$ cat config.mk
export PLATFORM = sky130hd
export DESIGN_NAME = serial_adder_ctrl
export DESIGN_NICKNAME = d
export VERILOG_FILES = /design/src/rtl/serial_adder_ctrl_pkg.sv /design/src/rtl/serial_adder_ctrl_fa.sv /design/src/rtl/serial_adder_ctrl.sv
export SDC_FILE = /design/constraint.sdc
export NUM_CORES = 1
export LEC_CHECK = 0
export BUFFER_PORTS_ARGS = -buffer_cell sky130_fd_sc_hd__buf_4
export CAP_MARGIN = 20
export CELL_PAD_IN_SITES_DETAIL_PLACEMENT = 1
export CELL_PAD_IN_SITES_GLOBAL_PLACEMENT = 1
export CORE_ASPECT_RATIO = 2
export CORE_MARGIN = 2
export CORE_UTILIZATION = 40
export DETAILED_ROUTE_END_ITERATION = 12
export PLACE_DENSITY_LB_ADDON = 0.1
export SYNTH_ARGS = -nofsm -noshare
export SYNTH_HDL_FRONTEND = slang
export SYNTH_HIERARCHICAL = 1
export SYNTH_SLANG_ARGS = --single-unit
$ cat constraint.sdc
create_clock -name clk -period 1.6 [get_ports clk]
set_input_delay 0.24 -clock clk [delete_from_list [all_inputs] [get_ports clk]]
set_output_delay 0.24 -clock clk [all_outputs]
set_load 0.01 [all_outputs]
$ cat src/rtl/serial_adder_ctrl_pkg.sv
// Shared types and state encoding for the bit-serial adder controller.
package serial_adder_ctrl_pkg;

  // Sequencer states; encoding 2'd3 is unused and recovers to StIdle.
  typedef enum logic [1:0] {
    StIdle = 2'd0,
    StRun  = 2'd1,
    StDone = 2'd2
  } state_e;

endpackage

$ cat src/rtl/serial_adder_ctrl_fa.sv
// Single-bit full adder cell shared by the serial adder controller.
module fa (
  input  logic a,
  input  logic b,
  input  logic cin,
  output logic sum,
  output logic cout
);

  // Plain combinational full adder.
  always_comb begin
    sum  = a ^ b ^ cin;
    cout = (a & b) | (a & cin) | (b & cin);
  end

endmodule

$ cat src/rtl/serial_adder_ctrl.sv
// Bit-serial WIDTH-bit adder: one full adder reused LSB-first over WIDTH cycles,
// result presented with a one-cycle done pulse.
module serial_adder_ctrl
  import serial_adder_ctrl_pkg::*;
#(
  parameter int unsigned WIDTH = 8
) (
  input  logic             clk,
  input  logic             rst,
  input  logic             start,
  input  logic [WIDTH-1:0] a,
  input  logic [WIDTH-1:0] b,
  input  logic             cin,
  output logic             busy,
  output logic             done,
  output logic [WIDTH-1:0] sum,
  output logic             cout,
  output logic             ovf
);

  localparam int unsigned CntW = (WIDTH > 1) ? $clog2(WIDTH) : 1;
  localparam logic [CntW-1:0] LastBit = CntW'(WIDTH - 1);

  state_e            state_q, state_d;
  logic [WIDTH-1:0]  a_sh_q, b_sh_q, res_sh_q;
  logic [CntW-1:0]   cnt_q;
  logic              carry_q;
  logic [WIDTH-1:0]  sum_q;
  logic              cout_q, ovf_q;
  logic              fa_sum, fa_cout;
  logic              last_bit;

  assign last_bit = (cnt_q == LastBit);

  fa u_fa (
    .a    (a_sh_q[0]),
    .b    (b_sh_q[0]),
    .cin  (carry_q),
    .sum  (fa_sum),
    .cout (fa_cout)
  );

  // State register.
  always_ff @(posedge clk) begin
    if (rst) begin
      state_q <= StIdle;
    end else begin
      state_q <= state_d;
    end
  end

  // Next-state: start only honoured in idle, done always returns to idle.
  always_comb begin
    state_d = StIdle;
    case (state_q)
      StIdle:  state_d = start ? StRun : StIdle;
      StRun:   state_d = last_bit ? StDone : StRun;
      StDone:  state_d = StIdle;
      default: state_d = StIdle;
    endcase
  end

  // Outputs decoded from state; result registers drive the data outputs.
  always_comb begin
    busy = (state_q == StRun);
    done = (state_q == StDone);
    sum  = sum_q;
    cout = cout_q;
    ovf  = ovf_q;
  end

  // Datapath: operand capture, per-bit shifting, and result publication on the last bit.
  always_ff @(posedge clk) begin
    if (rst) begin
      a_sh_q   <= '0;
      b_sh_q   <= '0;
      res_sh_q <= '0;
      cnt_q    <= '0;
      carry_q  <= 1'b0;
      sum_q    <= '0;
      cout_q   <= 1'b0;
      ovf_q    <= 1'b0;
    end else begin
      case (state_q)
        StIdle: begin
          if (start) begin
            a_sh_q  <= a;
            b_sh_q  <= b;
            carry_q <= cin;
            cnt_q   <= '0;
          end
        end
        StRun: begin
          a_sh_q   <= a_sh_q >> 1;
          b_sh_q   <= b_sh_q >> 1;
          res_sh_q <= {fa_sum, res_sh_q[WIDTH-1:1]};
          carry_q  <= fa_cout;
          if (last_bit) begin
            // carry_q here is the carry into the MSB.
            sum_q  <= {fa_sum, res_sh_q[WIDTH-1:1]};
            cout_q <= fa_cout;
            ovf_q  <= carry_q ^ fa_cout;
          end else begin
            cnt_q <= cnt_q + CntW'(1);
          end
        end
        default: ;
      endcase
    end
  end

endmodule

==> qor.csv <==
metric,value,unit
FP Rows,33,
Die Span X,49.4,µm
crit path launch,cnt_q[0],
Diodes inserted,0,
cell taking the most area after synthesis,dfxtp_1,
half-perimeter wire length after placement,3020,µm
# nets final,242,
async set-reset flop share out of synthesis,0,%
Core Footprint,0.00405,mm²
maximum VDD drop,0.000507,V
Final Cell Area,0.00198,mm²
first-pass GRT wire length,7020,µm
post-synthesis cell area,0.00165,mm²
1st-iter DRT viols,18,
"Clk Latency, worst-skew pair",0.28,ns
Cells after DPL,264,
Critical Path AT,1.74,ns
Leak,0.759,nW
FF/Latch Area,783,µm²
post-CTS resize count,1,
yosys warns,6,
register area share after synthesis,47.4,%
number of synthesized register bits,39,
RR Startpoint,cnt_q[0],
IO Pins,32,
area share of the largest cell type after synthesis,47.4,%
Post-Syn Area per Cell,8.58,µm²
"setup slack, reg-to-reg",0.08,ns
Routed WL,4160,µm
vias per inst,5.29,
relative slew slack,69.3,%
vias in the first global route,1566,
initial antenna violation count,0,
Multi-input gate area,773,µm²
GRT Overall Usage,19.3,%
layout cells sized above 1,24.1,%
worst-margin pin slew,0.459,ns
Achievable Freq,0.657,GHz
predominant post-synthesis flop cell,dfxtp_1,
CP Launch Type,flip-flop,
Post-synth top cells,"dfxtp_1, nand2_1, nor2_1",
crit-path max FO,6,
type of destination of the critical path,flip-flop,
fin. max-slew vios,0,
Clock Pin Slew Worst Setup and Hold Paths,0.07,ns
Max Root-Sink Buffers,2,
CTS sink count,39,
ANT nets after route,0,
clk root buf,clkbuf_8,
crit share post-route,95.1,%
initial core utilization,40.7,%
hold slack,0.209,ns
fin crit period,1.52,ns
Finished Layout Cells,272,
number of port buffers,31,
largest cells by area after synthesis,"dfxtp_1, nand2_1, nor2_1",
Min-Delay Startpoint,a[7],
area delta synth->final,20.0,%
"EDFF count, synth",0,
drt drc,0,
crit path kind,flip-flop to flip-flop,
Max H-tree Level,2,
outcome,finished clean,
max cap viols,0,
pin count of the biggest net entering global routing,40,
Fin. Hold Viols,0,
Post-CTS Setup Bufs,0,
Final GP Congestion,0.704,
via count,1438,
die area,0.00468,mm²
CP required,1.81,ns
Fillers,511,
DR WL/cell,15.3,µm
Worst Skew,0.00356,ns
most numerous cell in the Yosys netlist,dfxtp_1,
setup violators final,0,
CTS tree,yes,
Mapped Cells,192,
area post-placement,0.00189,mm²
hold buffers post-CTS,0,
HP Class,primary input to flip-flop,
grt total ovfl,0,
Synth cell types,29,
TritonRoute pass-1 iters,4,
die height,94.8,µm
syn_nets,215,
CTS buffer count,5,
power per cell area,975,mW/mm²
[per-stage QoR]
stage                     util, %  worst slack (ns)  total power [mW]  TNS [ns]
after global placement       46.6             0.180              1.31         0
after CTS                    48.6            0.0184              1.95         0
after floorplan                 -             0.157              1.24         0
after detailed placement     46.6            0.0358              1.32         0
final                        48.9            0.0783              1.93         0
after global routing         48.9          -0.00687              2.03  -0.00687
[worst paths after layout]
| kind | to | cells after the start |
|---|---|---|
| setup reg to reg | cnt_q[0] | 6 |
| hold reg to reg | sum[0] | 2 |
| hold / removal | a_sh_q[7] | 3 |
| setup / recovery | cnt_q[0] | 6 |
[cell type report]
cell class,instances,share of cell area (%)
inverter,3,0.570
multi-input combinational,135,39.1
sequential,39,39.6
timing repair buffer,35,13.3
tap,52,3.29
clock inverter,1,0.253
clock buffer,7,3.86
[routing by layer]
layer / wire length [µm] / GRT usage [%] / vias to the layer above / share of wire, %
met3: 118 / 3.48 / 6 / 2.8
met5: 0 / 0 / - / 0
met1: 1540 / 18.9 / 687 / 37
met2: 2430 / 38.7 / 25 / 59
met4: 62 / 6.94 / 0 / 1.5
li1: - / - / 720 / -
[flip-flops by register name, summed over array words and instances (netlist names)]
signal,cells
cout,1
carry_q,1
res_sh_q,7
b_sh_q,8
a_sh_q,8
cnt_q,3
state_q,2
sum,8
ovf,1
[worst max-delay path, stage by stage (launching register included)]
cell and delay [ns]:
dfxtp_1 0.35, ha_1 0.22, ha_1 0.21, buf_4 0.17
nor4b_2 0.28, a31oi_1 0.08, a21oi_1 0.14
[kinds of logic after synthesis]
family / Yosys count / synth area share [%]
and+or+nand+nor: 75 / 19.2
adders and majority gates: 3 / 2.73
AOI/OAI and AO/OA: 56 / 24.0
xor gates and xnor gates: 1 / 0.532
buffers and inverters: 18 / 6.15
DFF: 39 / 47.4
[cells in the final DEF, fill, tap and decap left out, types with 3 or more instances in the layout]
cell type,netlist,final
dfxtp_1,39,37
nand2_1,35,35
buf_4,1,35
nor2_1,29,29
a21oi_1,16,16
a211oi_1,14,14
o2bb2ai_1,8,8
o22ai_1,7,7
clkbuf_8,0,5
nand3_1,4,4
inv_2,3,3
a31oi_1,3,3
[power breakdown]
part | switching [mW] | internal (mW) | total (mW)
Sequential | 0.0397 | 1.02 | 1.06
Clock | 0.320 | 0.306 | 0.626
Combinational | 0.128 | 0.113 | 0.242
Power figures use the tool's default switching activity.
